### config.mk
export PLATFORM = sky130hd
export DESIGN_NAME = pipe_ctrl
export DESIGN_NICKNAME = d
export VERILOG_FILES = /design/src/rtl/pipe_ctrl.sv
export SDC_FILE = /design/constraint.sdc
export NUM_CORES = 1
export LEC_CHECK = 0
export BUFFER_PORTS_ARGS = -buffer_cell sky130_fd_sc_hd__buf_4
export CAP_MARGIN = 20
export CORE_AREA = 2 2 163 165
export CTS_BUF_LIST = sky130_fd_sc_hd__clkbuf_2
export CTS_CLUSTER_DIAMETER = 60
export DETAILED_ROUTE_END_ITERATION = 7
export DIE_AREA = 0 0 165 167
export PLACE_DENSITY = 0.5
export SYNTH_ARGS = -nofsm -noshare
export SYNTH_HDL_FRONTEND = slang
export SYNTH_SLANG_ARGS = --single-unit
### constraint.sdc
create_clock -name clk -period 3.9 [get_ports clk]
set_input_delay 1.17 -clock clk [delete_from_list [all_inputs] [get_ports clk]]
set_output_delay 1.17 -clock clk [all_outputs]
set_load 0.02 [all_outputs]
### src/rtl/pipe_ctrl.sv
// Pipeline hazard / control-flow sequencer: load-use stall, redirect on branch/jump/trap, CSR drain.
// Latency: stalls, flushes and branch/jump redirects are combinational; trap commit fires one cycle after detection.
// Backpressure: mem_busy stalls IF/ID/EX, suppresses all flushes/redirects and freezes the FSM.
// Optional: define PIPE_CTRL_CSR_SERIAL_EN to build the CSR_WAIT drain state.
module pipe_ctrl #(
    parameter int XLEN      = 64,
    parameter int CSR_DRAIN = 2
) (
    input  logic            clk,
    input  logic            resetn,
    input  logic [4:0]      id_rs1,
    input  logic [4:0]      id_rs2,
    input  logic            id_uses_rs1,
    input  logic            id_uses_rs2,
    input  logic            id_is_csr,
    input  logic [4:0]      ex_rd,
    input  logic            ex_mem_read,
    input  logic            ex_branch_taken,
    input  logic            ex_jump_taken,
    input  logic [XLEN-1:0] ex_branch_target,
    input  logic [XLEN-1:0] ex_jump_target,
    input  logic            ex_trap,
    input  logic [3:0]      ex_trap_cause,
    input  logic [XLEN-1:0] ex_pc,
    input  logic [XLEN-1:0] mtvec,
    input  logic            mem_busy,
    output logic            stall_if,
    output logic            stall_id,
    output logic            stall_ex,
    output logic            flush_if,
    output logic            flush_id,
    output logic            flush_ex,
    output logic            redirect_valid,
    output logic [XLEN-1:0] redirect_pc,
    output logic            trap_take,
    output logic [3:0]      trap_cause_out,
    output logic [XLEN-1:0] trap_epc,
    output logic            busy
);

`ifdef PIPE_CTRL_CSR_SERIAL_EN
    typedef enum logic [1:0] {
        RUN        = 2'd0,
        CSR_WAIT   = 2'd1,
        TRAP_ENTER = 2'd2
    } state_t;
`else
    typedef enum logic [1:0] {
        RUN        = 2'd0,
        TRAP_ENTER = 2'd2
    } state_t;
`endif

    state_t            state, state_d;
    logic [3:0]        cause_q, cause_d;
    logic [XLEN-1:0]   epc_q, epc_d;
    logic              lu;
    logic              legal;

`ifdef PIPE_CTRL_CSR_SERIAL_EN
    logic [1:0]        csr_cnt, csr_cnt_d;
`else
    // CSR serialisation not built: the CSR flag and drain depth are intentionally unused.
    logic              unused_csr;
    assign unused_csr = &{1'b0, id_is_csr, 1'(CSR_DRAIN)};
`endif

    // Load-use hazard: a load in ID/EX writes a register the IF/ID instruction reads.
    assign lu = ex_mem_read && (ex_rd != 5'd0) &&
                ((id_uses_rs1 && (id_rs1 == ex_rd)) || (id_uses_rs2 && (id_rs2 == ex_rd)));

    // State, drain counter and latched trap info.
    always_ff @(posedge clk or negedge resetn) begin
        if (!resetn) begin
            state   <= RUN;
            cause_q <= 4'd0;
            epc_q   <= '0;
`ifdef PIPE_CTRL_CSR_SERIAL_EN
            csr_cnt <= 2'd0;
`endif
        end else begin
            state   <= state_d;
            cause_q <= cause_d;
            epc_q   <= epc_d;
`ifdef PIPE_CTRL_CSR_SERIAL_EN
            csr_cnt <= csr_cnt_d;
`endif
        end
    end

    // Priority-ordered next-state and stall/flush/redirect decode.
    always_comb begin
        state_d        = state;
        cause_d        = cause_q;
        epc_d          = epc_q;
`ifdef PIPE_CTRL_CSR_SERIAL_EN
        csr_cnt_d      = csr_cnt;
`endif
        stall_if       = 1'b0;
        stall_id       = 1'b0;
        stall_ex       = 1'b0;
        flush_if       = 1'b0;
        flush_id       = 1'b0;
        flush_ex       = 1'b0;
        redirect_valid = 1'b0;
        redirect_pc    = '0;
        trap_take      = 1'b0;
        trap_cause_out = 4'd0;
        trap_epc       = '0;

`ifdef PIPE_CTRL_CSR_SERIAL_EN
        legal = (state == RUN) || (state == CSR_WAIT) || (state == TRAP_ENTER);
`else
        legal = (state == RUN) || (state == TRAP_ENTER);
`endif
        busy = legal && (state != RUN);

        if (!legal) begin
            // Corrupted encoding: quietly fall back to RUN.
            state_d = RUN;
`ifdef PIPE_CTRL_CSR_SERIAL_EN
            csr_cnt_d = 2'd0;
`endif
        end else if (mem_busy) begin
            // Whole pipe frozen; any pending trap waits for memory.
            stall_if = 1'b1;
            stall_id = 1'b1;
            stall_ex = 1'b1;
        end else if (state == TRAP_ENTER) begin
            trap_take      = 1'b1;
            trap_cause_out = cause_q;
            trap_epc       = epc_q;
            redirect_valid = 1'b1;
            redirect_pc    = mtvec;
            flush_if       = 1'b1;
            flush_id       = 1'b1;
            flush_ex       = 1'b1;
            state_d        = RUN;
        end else if (ex_trap) begin
            // Capture the fault now, commit it next cycle; trap beats any redirect.
            cause_d  = ex_trap_cause;
            epc_d    = ex_pc;
            flush_if = 1'b1;
            flush_id = 1'b1;
            flush_ex = 1'b1;
            state_d  = TRAP_ENTER;
`ifdef PIPE_CTRL_CSR_SERIAL_EN
            csr_cnt_d = 2'd0;
`endif
        end else if (ex_jump_taken || ex_branch_taken) begin
            redirect_valid = 1'b1;
            redirect_pc    = ex_jump_taken ? ex_jump_target : ex_branch_target;
            flush_if       = 1'b1;
            flush_id       = 1'b1;
            flush_ex       = 1'b1;
            // Redirect squashes anything younger, so a CSR drain in progress is moot.
            state_d        = RUN;
`ifdef PIPE_CTRL_CSR_SERIAL_EN
            csr_cnt_d      = 2'd0;
        end else if (state == CSR_WAIT) begin
            stall_if  = 1'b1;
            flush_id  = 1'b1;
            csr_cnt_d = csr_cnt - 2'd1;
            if (csr_cnt <= 2'd1) begin
                state_d = RUN;
            end
`endif
        end else if (lu) begin
            // Single bubble; the load then moves on and the hazard clears itself.
            stall_if = 1'b1;
            flush_id = 1'b1;
`ifdef PIPE_CTRL_CSR_SERIAL_EN
        end else if (id_is_csr) begin
            // CSR op advances this cycle; bubbles follow behind it.
            state_d   = CSR_WAIT;
            csr_cnt_d = 2'(CSR_DRAIN);
`endif
        end

        // Nothing leaves the block while held in reset.
        if (!resetn) begin
            stall_if       = 1'b0;
            stall_id       = 1'b0;
            stall_ex       = 1'b0;
            flush_if       = 1'b0;
            flush_id       = 1'b0;
            flush_ex       = 1'b0;
            redirect_valid = 1'b0;
            redirect_pc    = '0;
            trap_take      = 1'b0;
            trap_cause_out = 4'd0;
            trap_epc       = '0;
            busy           = 1'b0;
        end
    end

endmodule

==> impl_metrics.py <==
metrics = {
    "critical_path": {
        "critPathArrivalTime_ns": 2.54,
        "cp_max_fo": 64,
        "critPathKind": "in2out",
        "start_kind": "primary input",
        "cp-end-kind": "output pin",
        "worstPathRequired_ns": 2.73,
    },
    "timing": {
        "skew_ns": 0.0303,
        "rsz0062_at_grt": "false",
        "tns_ns": 0,
        "relSlewSlack_pct": 37.8,
        "maxSlewViolCount": 0,
        "setup_viol": 0,
        "worst_slew_pin_slew_ns": 0.933,
        "fmax_mhz": 270,
        "min_period_ns": 3.71,
        "period_share_pct": 95.0,
        "final-hold-violation-count": 0,
    },
    "yosys": {
        "synth-seq-cells": 69,
        "async_reset_ff_share_pct": 100,
        "ys_types": 27,
        "synth_edf_count": 0,
        "ys_seq_area_share_pct": 37.8,
        "synth_ff_type": "dfrtp_1",
        "syn_inst": 470,
        "avgSynthCellArea_sq_um": 9.73,
        "syn_nets": 755,
        "syn-cell-area_sq_um": 4570,
        "synth_warnings": 0,
    },
    "final_layout": {
        "drive_above_1_share_pct": 58.4,
        "fin_nets": 1167,
        "fillers": 2766,
        "area_growth_pct": 80.9,
    },
    "die": {
        "die_h_um": 167,
        "die_width_um": 165,
        "rows": 59,
        "dieArea_sq_um": 27600,
        "coreArea_sq_um": 25800,
        "io_pins": 426,
        "start_util_pct": 17.8,
    },
    "global_route": {
        "grt_first_pass_wirelength_um": 30200,
        "gr-usage-met3_pct": 4.78,
        "grt_pass1_vias": 5102,
        "use_met1_pct": 17.5,
        "antenna_found_initial": 1,
        "grt_use_met2_pct": 23.9,
        "grt_max_degree": 75,
        "grt_overflow_total": 0,
        "grt.busiest_layer": "met2",
        "grt_usage_pct": 14.4,
    },
    "route": {
        "via_per_inst": 4.08,
        "first_iter_violations": 207,
        "wl_per_cell_um": 17.4,
        "dr.pass1.iters": 4,
        "drcViolationCount": 0,
        "wl_um": 21200,
        "via_count": 4981,
        "ant_nets": 0,
    },
    "clocking": {
        "clk_pin_slew_ns": 0.18,
        "cts_sinks": 69,
        "hold_buffers": 0,
        "postCtsSetupBuffers": 0,
        "cts_buffer_depth": 2,
        "cts_resized": 0,
        "root_buffer": "clkbuf_2",
        "cts_tree": "done",
        "cts_made_buffers": 9,
        "clkLatencyLatePin_ns": 0.50,
        "htree_num_levels": 3,
    },
    "outcome": {
        "outcome": "finished, final reports clean",
    },
    "job": {
        "cap_violations": 0,
    },
    "hold_path": {
        "hold_path.class": "reg2reg",
    },
    "pwr": {
        "vdd_drop_max_mv": 0.205,
        "finalPower_mw": 2.12,
        "leakage_nw": 4.19,
        "power_density_nw_per_um2": 256,
    },
    "place": {
        "io_buffers": 424,
        "place_hpwl_um": 17300,
        "gp_congestion": 0.830,
    },
}
[final timing paths]
path | startpoint | end | depth (start not counted) | slack, ns
worst max register to register | state[1] | epc_q[43] | 3 | 1.98
min in group asynchronous | resetn | epc_q[14] | 2 | 0.96
max in group asynchronous | resetn | epc_q[59] | 2 | 2.33
worst max-delay path | mem_busy | redirect_pc[5] | 7 | 0.19
worst min register to register | epc_q[9] | epc_q[9] | 1 | 0.50
worst min-delay path | epc_q[9] | epc_q[9] | 1 | 0.50
[logic make-up after synthesis]
group,Yosys count,share of synthesized area [%]
xor+xnor,10,1.92
buf+inv,39,4.51
simple gates,151,17.3
compound gates,69,7.77
mux,132,30.8
flops,69,37.8
[critical path, stage by stage]
cell,delay (ns)
buf_4,0.13
nand2b_4,0.17
nor2_1,0.11
nand2_2,0.08
buf_12,0.17
o21ai_0,0.41
buf_4,0.23
[power breakdown]
| part | switching [mW] | total, mW | internal, mW | leakage [nW] |
|---|---|---|---|---|
| registers | 0.0639 | 0.931 | 0.868 | 0.812 |
| clock network | 0.258 | 0.413 | 0.155 | 0.0720 |
| logic | 0.319 | 0.773 | 0.454 | 3.31 |
| total | 0.641 | 2.12 | 1.48 | 4.19 |
[state kept, by name, summed over array words and instances, names as in the netlist]
name and count:
cause_q 4, epc_q 64, state 1
[cells in the mapped netlist (3+ instances only)]
master	n	area [sq um]
nor2_1	6	22.5
clkbuf_1	13	48.8
buf_4	7	52.6
nor4_1	3	18.8
mux2_1	9	101
buf_2	15	75.1
and2_1	69	432
xor2_1	8	70.1
mux2i_1	64	641
nand2_1	66	248
dfrtp_1	69	1730
o21ai_0	65	325
mux2_2	59	664
[layout make-up]
type	instances	area (sq um)	area share, %
Antenna cell	1	2.50	0.0303
Clock inverter	2	35.0	0.424
Sequential cell	69	1730	20.9
Multi-Input combinational cell	362	2640	31.9
Clock buffer	13	65.1	0.787
Inverter	2	7.51	0.0908
Tap cell	335	419	5.07
Timing Repair Buffer	438	3380	40.8
[stage by stage]
stage	area (sq um)	worst slack (ns)	std cells	util, %	hold WS (ns)
after floorplan	4570	0.420	470	-	0.449
after global placement	8170	0.249	1206	31.7	0.461
after detailed placement	8170	0.269	1206	31.7	0.467
after CTS	8270	0.258	1221	32.1	0.509
after global routing	8270	0.144	1222	32.1	0.525
final	8270	0.194	1222	32.1	0.502
[metal layers]
metal / vias up / share of wire, %
li1: 2428 / -
met1: 2284 / 41
met2: 242 / 47
met3: 27 / 10
met4: 0 / 2.6
met5: - / 0
[cell usage in the layout (no fill, tap or decap)]
cell type    n
buf_4      431
and2_1      69
dfrtp_1     69
nand2_1     66
o21ai_0     65
mux2i_1     64
mux2_2      59
clkbuf_2    13
mux2_1       9
xor2_1       8
buf_12       7
nor2_1       6
nor4_1       3
inv_1        2
xnor2_1      2
diode_2      1
nand2b_4     1
nand2_2      1
nor2_4       1
and2_0       1
a32oi_1      1
or4_1        1
or2_2        1
o22ai_1      1
o31ai_1      1
nor3b_4      1
a21o_1       1
clkinv_2     1
bufinv_16    1
Power figures use the tool's default switching activity.
